[config.mk]
export PLATFORM = sky130hd
export DESIGN_NAME = mastermind_game_ctrl
export DESIGN_NICKNAME = d
export VERILOG_FILES = /design/src/rtl/mastermind_pkg.sv /design/src/rtl/mastermind_edge_pulse.sv /design/src/rtl/mastermind_game_ctrl.sv
export SDC_FILE = /design/constraint.sdc
export NUM_CORES = 1
export LEC_CHECK = 0
export CORE_MARGIN = 2
export CORE_UTILIZATION = 32
export CTS_CLUSTER_DIAMETER = 80
export CTS_CLUSTER_SIZE = 10
export DETAILED_ROUTE_END_ITERATION = 7
export HOLD_SLACK_MARGIN = 0.02
export PLACE_DENSITY = 0.51
export SETUP_SLACK_MARGIN = 0.05
export SLEW_MARGIN = 20
export SYNTH_ARGS = -nofsm -noshare
export SYNTH_HDL_FRONTEND = slang
export SYNTH_SLANG_ARGS = --single-unit
[constraint.sdc]
create_clock -name CLOCK_50 -period 3.6 [get_ports CLOCK_50]
set_input_delay 1.08 -clock CLOCK_50 [delete_from_list [all_inputs] [get_ports CLOCK_50]]
set_output_delay 1.08 -clock CLOCK_50 [all_outputs]
set_load 0.01 [all_outputs]
[src/rtl/mastermind_pkg.sv]
// Shared definitions for the Mastermind game controller: FSM state encoding,
// the winning score and the default parameter values.
package mastermind_pkg;

    typedef enum logic [2:0] {
        IDLE   = 3'd0,
        CLEAR  = 3'd1,
        PLAY   = 3'd2,
        GRADE  = 3'd3,
        RESULT = 3'd4,
        WON    = 3'd5,
        LOST   = 3'd6
    } state_t;

    localparam int WIN_ZNARLY         = 4;
    localparam int DEF_MAX_ROUNDS     = 8;
    localparam int DEF_UNITS_PER_GAME = 4;
    localparam int DEF_MAX_GAMES      = 7;

endpackage

[src/rtl/mastermind_edge_pulse.sv]
// Rising-edge detector for an already-synchronized level; the pulse is high
// for the single cycle in which the level is 1 and its history is 0.
module mastermind_edge_pulse (
    input  logic CLOCK_50,
    input  logic reset,
    input  logic level,
    output logic pulse
);

    logic level_q;

    always_ff @(posedge CLOCK_50 or posedge reset) begin
        if (reset) begin
            level_q <= 1'b0;
        end else begin
            level_q <= level;
        end
    end

    assign pulse = level & ~level_q;

endmodule

[src/rtl/mastermind_game_ctrl.sv]
// Mastermind game controller: coin credit, game/round sequencing and grader handshake.
// Define MASTERMIND_GRADE_TIMEOUT_EN to add a 255-cycle grade timeout with a grade_error pulse.
module mastermind_game_ctrl
    import mastermind_pkg::*;
#(
    parameter int MAX_ROUNDS     = DEF_MAX_ROUNDS,
    parameter int UNITS_PER_GAME = DEF_UNITS_PER_GAME,
    parameter int MAX_GAMES      = DEF_MAX_GAMES
) (
    input  logic       CLOCK_50,
    input  logic       reset,
    input  logic       coin_inserted,
    input  logic [1:0] coin_value,
    input  logic       start_game,
    input  logic       grade_it,
    input  logic       grade_done,
    input  logic [3:0] znarly_in,
    input  logic [3:0] zood_in,
    output logic       grade_start,
    output logic       load_num_games,
    output logic       load_guess,
    output logic       load_znarly_zood,
    output logic       clear_game,
    output logic       display_master,
    output logic       game_won,
    output logic [3:0] num_games,
    output logic [3:0] round,
    output logic [2:0] state_dbg
`ifdef MASTERMIND_GRADE_TIMEOUT_EN
    ,
    output logic       grade_error
`endif
);

    // Grader handshake: grade_start is a one-cycle request issued on entry to
    // GRADE; the grader answers with a one-cycle grade_done whose znarly/zood
    // are valid in that same cycle. grade_done is only honoured inside GRADE.

    state_t     state, state_d;
    logic [4:0] units, units_d, unit_sum;
    logic [3:0] num_games_d, round_d, znarly_q, znarly_d;
    logic       grade_start_d, load_num_games_d, load_guess_d, load_zz_d;
    logic       clear_game_d, display_master_d, game_won_d;
    logic       coin_edge, start_edge, grade_edge;
    logic       coin_ok, credit, debit;
    logic       unused_zood;
`ifdef MASTERMIND_GRADE_TIMEOUT_EN
    logic [7:0] timer, timer_d;
    logic       grade_error_d;
`endif

    assign unused_zood = ^zood_in;
    assign state_dbg   = state;

    mastermind_edge_pulse u_coin_edge (
        .CLOCK_50 (CLOCK_50), .reset (reset), .level (coin_inserted), .pulse (coin_edge)
    );
    mastermind_edge_pulse u_start_edge (
        .CLOCK_50 (CLOCK_50), .reset (reset), .level (start_game), .pulse (start_edge)
    );
    mastermind_edge_pulse u_grade_edge (
        .CLOCK_50 (CLOCK_50), .reset (reset), .level (grade_it), .pulse (grade_edge)
    );

    always_comb begin
        state_d          = state;
        units_d          = units;
        round_d          = round;
        znarly_d         = znarly_q;
        grade_start_d    = 1'b0;
        load_guess_d     = 1'b0;
        load_zz_d        = 1'b0;
        clear_game_d     = 1'b0;
        display_master_d = display_master;
        game_won_d       = game_won;
        debit            = 1'b0;
`ifdef MASTERMIND_GRADE_TIMEOUT_EN
        timer_d          = 8'd0;
        grade_error_d    = 1'b0;
`endif
        unit_sum = units + {3'b000, coin_value};
        coin_ok  = coin_edge && (coin_value != 2'b00) && (num_games != 4'(MAX_GAMES));
        credit   = coin_ok && (unit_sum >= 5'(UNITS_PER_GAME));

        case (state)
            IDLE: begin
                if (start_edge && (num_games != 4'd0)) debit = 1'b1;
            end
            CLEAR: state_d = PLAY;
            PLAY: begin
                if (grade_edge) begin
                    state_d       = GRADE;
                    load_guess_d  = 1'b1;
                    grade_start_d = 1'b1;
                end
            end
            GRADE: begin
                if (grade_done) begin
                    state_d   = RESULT;
                    znarly_d  = znarly_in;
                    load_zz_d = 1'b1;
                end
`ifdef MASTERMIND_GRADE_TIMEOUT_EN
                else if (timer == 8'd254) begin
                    state_d       = PLAY;
                    grade_error_d = 1'b1;
                end else begin
                    timer_d = timer + 8'd1;
                end
`endif
            end
            RESULT: begin
                if (znarly_q == 4'(WIN_ZNARLY)) begin
                    state_d          = WON;
                    game_won_d       = 1'b1;
                    display_master_d = 1'b1;
                end else if (round == 4'(MAX_ROUNDS)) begin
                    state_d          = LOST;
                    game_won_d       = 1'b0;
                    display_master_d = 1'b1;
                end else begin
                    state_d = PLAY;
                    round_d = round + 4'd1;
                end
            end
            WON, LOST: begin
                if (start_edge) begin
                    if (num_games != 4'd0) debit = 1'b1;
                    else                   state_d = IDLE;
                end
            end
            default: state_d = IDLE;
        endcase

        // Starting a game spends one credit; a coin landing in the same cycle nets out.
        if (debit) begin
            state_d          = CLEAR;
            round_d          = 4'd1;
            clear_game_d     = 1'b1;
            display_master_d = 1'b0;
            game_won_d       = 1'b0;
        end
        if (coin_ok) units_d = credit ? unit_sum - 5'(UNITS_PER_GAME) : unit_sum;
        num_games_d      = num_games + {3'b000, credit} - {3'b000, debit};
        load_num_games_d = credit | debit;
    end

    always_ff @(posedge CLOCK_50 or posedge reset) begin
        if (reset) begin
            state            <= IDLE;
            units            <= 5'd0;
            num_games        <= 4'd0;
            round            <= 4'd0;
            znarly_q         <= 4'd0;
            grade_start      <= 1'b0;
            load_num_games   <= 1'b0;
            load_guess       <= 1'b0;
            load_znarly_zood <= 1'b0;
            clear_game       <= 1'b0;
            display_master   <= 1'b0;
            game_won         <= 1'b0;
        end else begin
            state            <= state_d;
            units            <= units_d;
            num_games        <= num_games_d;
            round            <= round_d;
            znarly_q         <= znarly_d;
            grade_start      <= grade_start_d;
            load_num_games   <= load_num_games_d;
            load_guess       <= load_guess_d;
            load_znarly_zood <= load_zz_d;
            clear_game       <= clear_game_d;
            display_master   <= display_master_d;
            game_won         <= game_won_d;
        end
    end

`ifdef MASTERMIND_GRADE_TIMEOUT_EN
    always_ff @(posedge CLOCK_50 or posedge reset) begin
        if (reset) begin
            timer       <= 8'd0;
            grade_error <= 1'b0;
        end else begin
            timer       <= timer_d;
            grade_error <= grade_error_d;
        end
    end
`endif

endmodule

; Word level (Yosys, flattened, before mapping)
; Cells that the tools add are included.
; Widths: inputs -> output; s select.
[classes]
n_lt_le_gt_ge = 1
add_sub_neg = 5
reduce_logical = 14
mux = 30
n_bitwise = 7
n_eq_ne = 16
[op_table]
columns = operator, n
row1 = $mux 3, 7
row2 = $pmux 3 s6, 1
row3 = $mux 1, 16
row4 = $mux 4, 4
row5 = $ne 3x3->1 const B, 4
row6 = $eq 3x3->1 const B, 3
row7 = $eq 3x2->1 const B, 2
row8 = $ne 2x2->1 const B, 3
row9 = $add 5x2->5, 1
row10 = $ge 5x3->1 const B, 1
row11 = $mux 5, 1
row12 = $reduce_and 5->1, 1
row13 = $sub 5x3->5 const B, 1
row14 = $add 4x1->4, 1
row15 = $add 4x1->4 const B, 1
row16 = $eq 4x3->1 const B, 1
row17 = $eq 4x4->1 const B, 1
row18 = $logic_and 1x1->1, 4
row19 = $ne 4x3->1 const B, 1
row20 = $reduce_and 2->1, 2
row21 = $reduce_bool 2->1, 2
row22 = $reduce_bool 4->1, 1
row23 = $sub 4x1->4, 1
row24 = $and 1x1->1, 3
row25 = other kinds (8), 10
[word_totals]
ff_bits = 29
wordCells = 87

; Longest topological paths before layout
; Gate-level depths: netlist (run 1).
[depth]
ltp_word = 7
mapped_depth = 14

; Modules after synthesis
; A second synthesis (run 1) with hierarchy kept.
[unflattened]
hier_cells = 154
hier_area_um2 = 1647.8
[modules_own_cells]
columns = module, cells_each, area_each_um2, seq_area_each_um2, n_inst
row1 = mastermind_game_ctrl, 145, 1520.2, 650.6, 1
row2 = mastermind_edge_pulse, 3, 42.5, 25.0, 3

; Worst setup path before layout (run 1)
; No wires, ideal clock.
[synth_timing]
path_kind = input to register
start = input port coin_value[0]
end = register num_games[2]
n_path_buf = 0
arrival_ps = 3506
path_stages = 12
path_slack_ps = -29
cell_sequence = ha_1 > inv_1 > fa_1 > xnor2_1 > ha_1 > a31oi_1 > nand3_1 > nand2_1 > ha_1 > ha_1 > fa_1 > xor2_1
[synth_via]
elab_chain_cells = 6
[synth_lines]
columns = item, line
row1 = "start, declared", mastermind_game_ctrl.sv:13  ; input logic [1:0] coin_value,
row2 = branches (longest 3 deep; another with $add 5x2->5), --
row3 = $logic_and 1x1->1 *, mastermind_game_ctrl.sv:83  ; credit = coin_ok && (unit_sum >= 5'(UNITS_PER_GAME));
row4 = $add 4x1->4 *, mastermind_game_ctrl.sv:144  ; num_games_d = num_games + {3'b000, credit} - {3'b000, debit};
row5 = $sub 4x1->4 *, mastermind_game_ctrl.sv:144
row6 = via num_games_d[2], mastermind_game_ctrl.sv:41  ; logic [3:0] num_games_d, round_d, znarly_q, znarly_d;
row7 = "end signal, assigned", mastermind_game_ctrl.sv:165  ; num_games <= num_games_d;
row8 = "end, declared", mastermind_game_ctrl.sv:26  ; output logic [3:0] num_games,
; Mark *: on every way through the listed nets, which the timed path passes.
; A chain may end at the register's enable or synchronous reset.

; Worst setup path after layout (run 1)
; Same ends and word-level chain as after synthesis.

==> impl_metrics.json, run 1 <==
{
  "grt_antenna_before_repair": 0,
  "dieArea_sq_um": 5930,
  "worstReg2RegStart": "units[0]$_DFFE_PP0P_",
  "cap_violations": 0,
  "r2r_end": "num_games[2]$_DFF_PP0_",
  "slew_viol_final": 0,
  "min_from": "u_grade_edge.level_q$_DFF_PP0_",
  "holdWs_ns": 0.441,
  "port_buffers": 29,
  "grtUsageTotal_pct": 12.7,
  "seqCellArea_sq_um": 726,
  "htree_num_levels": 2,
  "die_h_um": 77,
  "synth_enable_flop_cells": 0,
  "peakVddDrop_v": 0.000316,
  "critPathLaunchType": "input port",
  "max_freq_mhz": 291,
  "leakagePower_nw": 0.997,
  "placed_area_sq_um": 2130,
  "cp_top_family": "adder cells",
  "grt_start_max_net_pins": 30,
  "reg2reg_slack_ns": 0.84,
  "crit_buf_inv": 2,
  "dp_slack_ns": -0.495,
  "synth.area.top_cells": "dfrtp_1, ha_1, inv_1",
  "dp_hpwl_um": 2550,
  "rows": 26,
  "grt_overflow_total": 0,
  "cts_buffers": 5,
  "gp_congestion": 0.764,
  "multiInputGateArea_sq_um": 946,
  "cellPowerDensity_nw_per_um2": 826,
  "synth_area_leader_cell": "dfrtp_1",
  "avgSynthCellArea_sq_um": 10.4,
  "cts_root_buf": "clkbuf_8",
  "critPathSlowestCell": "fa_1",
  "setup_ws_ns": 0.160,
  "grt_pass1_vias": 1261,
  "wire_per_inst_um": 13.1,
  "drc_errors": 0,
  "die_w_um": 77,
  "syn2layout_area_growth_pct": 35.7,
  "slowest_delay_ns": 0.37,
  "final_cell_mix": "dfrtp_1, clkdlybuf4s50_1, inv_1",
  "cts_buffer_depth": 2,
  "avgViaCountPerCell": 4.88,
  "cts_sinks": 29,
  "dp.cells": 266,
  "vias": 1341,
  "layout.core_utilization_pct": 45.0,
  "synthCells": 164,
  "holdPathEnd": "load_guess$_DFF_PP0_",
  "p_total_mw": 1.91,
  "seq_area_frac_synth_pct": 42.6,
  "start_util_pct": 33.2,
  "netlist_area_sq_um": 1710,
  "worstMarginPinSlew_ns": 0.611,
  "yosys_warnings": 0,
  "ant_nets": 0,
  "finalNonFillerCells": 275,
  "wirelength_um": 3600,
  "worstPathMaxFanout": 2,
  "rsz0062_at_grt": "false",
  "drtIter0Drc": 93,
  "post-route-period-util_pct": 95.6,
  "pin_count": 34,
  "whs_path_depth": 1,
  "syn_nets": 195,
  "ys_types": 49,
  "holdBufCountCts": 0,
  "end_kind": "flip-flop",
  "drive_above_1_share_pct": 20.0,
  "core_sq_um": 5140,
  "layout_commonest_cell": "dfrtp_1",
  "status": "finished clean",
  "clk_pin_slew_ns": 0.07,
  "synth-seq-cells": 29,
  "r2r_cells": 12,
  "dr.pass1.iters": 4,
  "arrival_ns": 3.60,
  "crit_type": "in -> reg",
  "ys_async_sr_fraction_pct": 100,
  "finalHoldViolCount": 0,
  "cp_common_cell": "ha_2",
  "fill_cells": 519,
  "design_area_sq_um": 2310,
  "clock_skew_ns": 0.00634,
  "cp.required_ns": 3.76,
  "antenna_cells": 0,
  "cts_tree": "done",
  "clkLatencyLatePin_ns": 0.28,
  "ys.flop_type": "dfrtp_1",
  "finalSetupViolCount": 0,
  "final_nets": 235,
  "crit_chain": "dlygate4sd2_1, ha_2, inv_1, fa_2, xnor2_2, ha_2, a31oi_4, nand3_2, nand2_4, ha_4, ha_2, fa_1, xor2_1",
  "period_minus_slack_ns": 3.44,
  "synth_top_area_share_pct": 42.6,
  "min_path_type": "reg -> reg",
  "grt_pass1_wl_um": 5950,
  "slew_headroom_pct": 58.9,
  "fin_tns_setup_ns": 0
}
[cell usage after synthesis, types with 2 or more instances]
| library cell | count |
|---|---|
| nand2_1 | 9 |
| nor2b_1 | 6 |
| o21ai_0 | 4 |
| o211ai_1 | 2 |
| dfrtp_1 | 29 |
| clkbuf_1 | 2 |
| fa_1 | 2 |
| nand3_1 | 7 |
| mux2_2 | 4 |
| ha_1 | 13 |
| a21o_1 | 2 |
| or3_1 | 2 |
| inv_1 | 17 |
| a21oi_1 | 6 |
| nor2_1 | 7 |
| a311oi_1 | 3 |
| nand3b_1 | 4 |
| xor2_1 | 6 |
| xnor2_1 | 2 |
| buf_4 | 2 |
| a211oi_1 | 2 |
| nand2b_1 | 5 |
| nand4_1 | 2 |
[metal layers]
layer | track usage, % | vias to the layer above | wire [um]
li1 | - | 653 | -
met1 | 16.7 | 656 | 1680
met2 | 19.1 | 27 | 1710
met3 | 4.12 | 5 | 151
met4 | 5.36 | 0 | 56
met5 | 0 | - | 0
[registers in the layout, summed over array words and instances (netlist names), 3 cells and up]
register / cells
num_games: 4
units: 5
round: 4
state_dbg: 3
znarly_q: 4
[layout make-up]
class / instances / area share [%]
Timing Repair Buffer: 40 / 16.0
Clock inverter: 2 / 1.62
Tap cell: 70 / 3.79
Clock buffer: 6 / 3.57
Sequential cell: 29 / 31.4
Inverter: 17 / 2.76
Multi-Input combinational cell: 111 / 40.9
[worst max-delay path by stage]
stage	start	endpoint	slack, ns	cells after the start
after floorplan	coin_value[0]	num_games[2]$_DFF_PP0_	0.05	12
after global placement	coin_value[0]	num_games[2]$_DFF_PP0_	-0.44	13
after detailed placement	coin_value[0]	num_games[2]$_DFF_PP0_	-0.50	13
after CTS	coin_value[0]	num_games[2]$_DFF_PP0_	0.1	13
after global routing	coin_value[0]	num_games[3]$_DFF_PP0_	0.05	15
final	coin_value[0]	num_games[2]$_DFF_PP0_	0.16	13
[cells by family (layout without fill, tap and decap cells)]
| kind of cell | after synthesis | count (layout) | share of synthesized area (%) |
|---|---|---|---|
| muxes | 5 | 5 | 3.23 |
| DFF | 29 | 29 | 42.6 |
| buffers and inverters | 24 | 65 | 6.31 |
| and+or+nand+nor | 54 | 54 | 19.1 |
| xor gates and xnor gates | 8 | 8 | 4.11 |
| adders and majority gates | 15 | 15 | 11.9 |
| AOI/OAI and AO/OA | 29 | 29 | 12.8 |
[report_power, final]
part           total (mW)  switching [mW]  internal (mW)
registers           0.616           0.158          0.458
logic               0.941           0.425          0.515
clock network       0.354           0.129          0.225
total                1.91           0.712           1.20
[repair_timing]
item	CTS	global route
endpoints found under the setup margin	3	2
pin swaps	4	7
resized for setup	4	9
buffers inserted	0	1
No activity file was read; power rests on OpenSTA's default activity.
==> run 2, diff against run 1 <==
--- a/config.mk
+++ b/config.mk
@@ -6,12 +6,13 @@
 export NUM_CORES = 1
 export LEC_CHECK = 0
 export CORE_MARGIN = 2
-export CORE_UTILIZATION = 32
+export CORE_UTILIZATION = 35
 export CTS_CLUSTER_DIAMETER = 80
 export CTS_CLUSTER_SIZE = 10
 export DETAILED_ROUTE_END_ITERATION = 7
+export GPL_TIMING_DRIVEN = 0
 export HOLD_SLACK_MARGIN = 0.02
-export PLACE_DENSITY = 0.51
+export PLACE_DENSITY = 0.55
 export SETUP_SLACK_MARGIN = 0.05
 export SLEW_MARGIN = 20
 export SYNTH_ARGS = -nofsm -noshare
==> impl_metrics.json, run 2 (synthesized netlist as in run 1, its figures left out) <==
{
  "clkLatencyLatePin_ns": 0.28,
  "holdPathEnd": "load_guess$_DFF_PP0_",
  "cp_common_cell": "ha_2",
  "peakVddDrop_v": 0.000447,
  "worstPathMaxFanout": 2,
  "slew_viol_final": 0,
  "largest-register": "units",
  "cts_root_buf": "clkbuf_8",
  "drtIter0Drc": 117,
  "rows": 25,
  "die_w_um": 73.8,
  "cts_buffers": 5,
  "placed_area_sq_um": 2100,
  "vias": 1344,
  "grt_start_max_net_pins": 30,
  "status": "finished clean",
  "cts_tree": "done",
  "layout_commonest_cell": "dfrtp_1",
  "dp_hpwl_um": 2510,
  "die_h_um": 73.8,
  "htree_num_levels": 2,
  "ant_nets": 0,
  "cellPowerDensity_nw_per_um2": 818,
  "clk_pin_slew_ns": 0.06,
  "grt_pass1_wl_um": 6410,
  "worstReg2RegStart": "units[0]$_DFFE_PP0P_",
  "finalHoldViolCount": 0,
  "max_freq_mhz": 290,
  "design_area_sq_um": 2290,
  "grtUsageTotal_pct": 15.4,
  "dp.cells": 260,
  "grt_pass1_vias": 1346,
  "cap_violations": 0,
  "reg2reg_slack_ns": 0.84,
  "crit_chain": "dlygate4sd2_1, ha_2, inv_1, fa_2, xnor2_4, ha_2, a31oi_4, nand3_2, nand2_2, ha_2, inv_2, ha_1, a21o_1, a21oi_2, xor2_1",
  "worstMarginPinSlew_ns": 0.603,
  "multiInputGateArea_sq_um": 943,
  "critPathSlowestCell": "fa_2",
  "wirelength_um": 3590,
  "critPathLaunchType": "input port",
  "cp.required_ns": 3.80,
  "grt_overflow_total": 0,
  "wire_per_inst_um": 13.1,
  "cp_top_family": "adder cells",
  "dr_wl_met3_um": 223,
  "post-route-period-util_pct": 95.8,
  "slowest_delay_ns": 0.39,
  "largest_reg_flops": 5,
  "crit_buf_inv": 3,
  "rsz0062_at_grt": "false",
  "dieArea_sq_um": 5450,
  "avgViaCountPerCell": 4.91,
  "final_cell_mix": "dfrtp_1, clkdlybuf4s50_1, inv_1",
  "r2r_end": "num_games[3]$_DFF_PP0_",
  "p_total_mw": 1.87,
  "start_util_pct": 36.1,
  "drc_errors": 0,
  "layout.core_utilization_pct": 48.4,
  "wl_met2_um": 1630,
  "core_sq_um": 4720,
  "period_minus_slack_ns": 3.45,
  "holdBufCountCts": 0,
  "end_kind": "flip-flop",
  "fill_cells": 437,
  "crit_type": "in -> reg",
  "grt_antenna_before_repair": 0,
  "pin_count": 34,
  "wl_met1_um": 1670,
  "finalSetupViolCount": 0,
  "highest_layer": "met4",
  "slew_headroom_pct": 59.7,
  "gp_congestion": 0.866,
  "r2r_cells": 14,
  "clock_skew_ns": 0.00431,
  "cts_buffer_depth": 2,
  "whs_path_depth": 1,
  "drive_above_1_share_pct": 20.3,
  "finalNonFillerCells": 274,
  "port_buffers": 29,
  "min_from": "u_grade_edge.level_q$_DFF_PP0_",
  "syn2layout_area_growth_pct": 34.1,
  "antenna_cells": 0,
  "dr.pass1.iters": 4,
  "leakagePower_nw": 0.987,
  "seqCellArea_sq_um": 726,
  "cts_sinks": 29,
  "arrival_ns": 3.65,
  "min_path_type": "reg -> reg",
  "final_nets": 238
}
run 2: how the worst max path moves through the flow:
| stage | start | endpoint | slack, ns | cells past startpoint |
|---|---|---|---|---|
| finish | coin_value[0] | num_games[3]$_DFF_PP0_ | 0.15 | 15 |
| global route | coin_value[0] | num_games[3]$_DFF_PP0_ | 0.05 | 15 |
| CTS | coin_value[0] | num_games[2]$_DFF_PP0_ | 0.17 | 13 |
| detailed placement | coin_value[0] | num_games[2]$_DFF_PP0_ | -0.66 | 13 |
| global placement | coin_value[0] | num_games[2]$_DFF_PP0_ | -0.67 | 13 |
| floorplan | coin_value[0] | num_games[2]$_DFF_PP0_ | 0.05 | 12 |
run 2: routing by layer:
metal / GRT usage, % / up-vias
met5: 0 / -
met4: 5.45 / 0
met3: 4.53 / 7
met2: 23.1 / 42
met1: 21.2 / 635
li1: - / 660
run 2: layout make-up:
class	instances	area share (%)
Timing Repair Buffer	36	14.9
Inverter	17	2.79
Sequential cell	29	31.7
Buffer	7	1.91
Tap cell	67	3.67
Clock buffer	7	3.77
Multi-Input combinational cell	111	41.2
run 2: where the power goes:
group	leakage, nW	internal, mW	switching (mW)
sequential	0.356	0.459	0.114
clock	0.0443	0.151	0.114
combinational	0.587	0.547	0.485
total	0.987	1.16	0.713
run 2: through the flow:
| stage | hold WS [ns] | TNS (ns) | setup WS (ns) |
|---|---|---|---|
| 4_1_cts | 0.455 | 0 | 0.172 |
| 3_5_place_dp | 0.447 | -1.97 | -0.658 |
| 3_3_place_gp | 0.432 | -2.00 | -0.670 |
| 2_1_floorplan | 0.412 | 0 | 0.0544 |
| 6_report | 0.452 | 0 | 0.153 |
| 5_1_grt | 0.475 | 0 | 0.0451 |
run 2: repair_timing:
action | 4_1_cts | 5_1_grt
endpoints found under the setup margin | 3 | 1
gates cloned | 0 | 0
setup buffers | 6 | 1
gates resized for setup | 12 | 2
pin swaps | 8 | 3
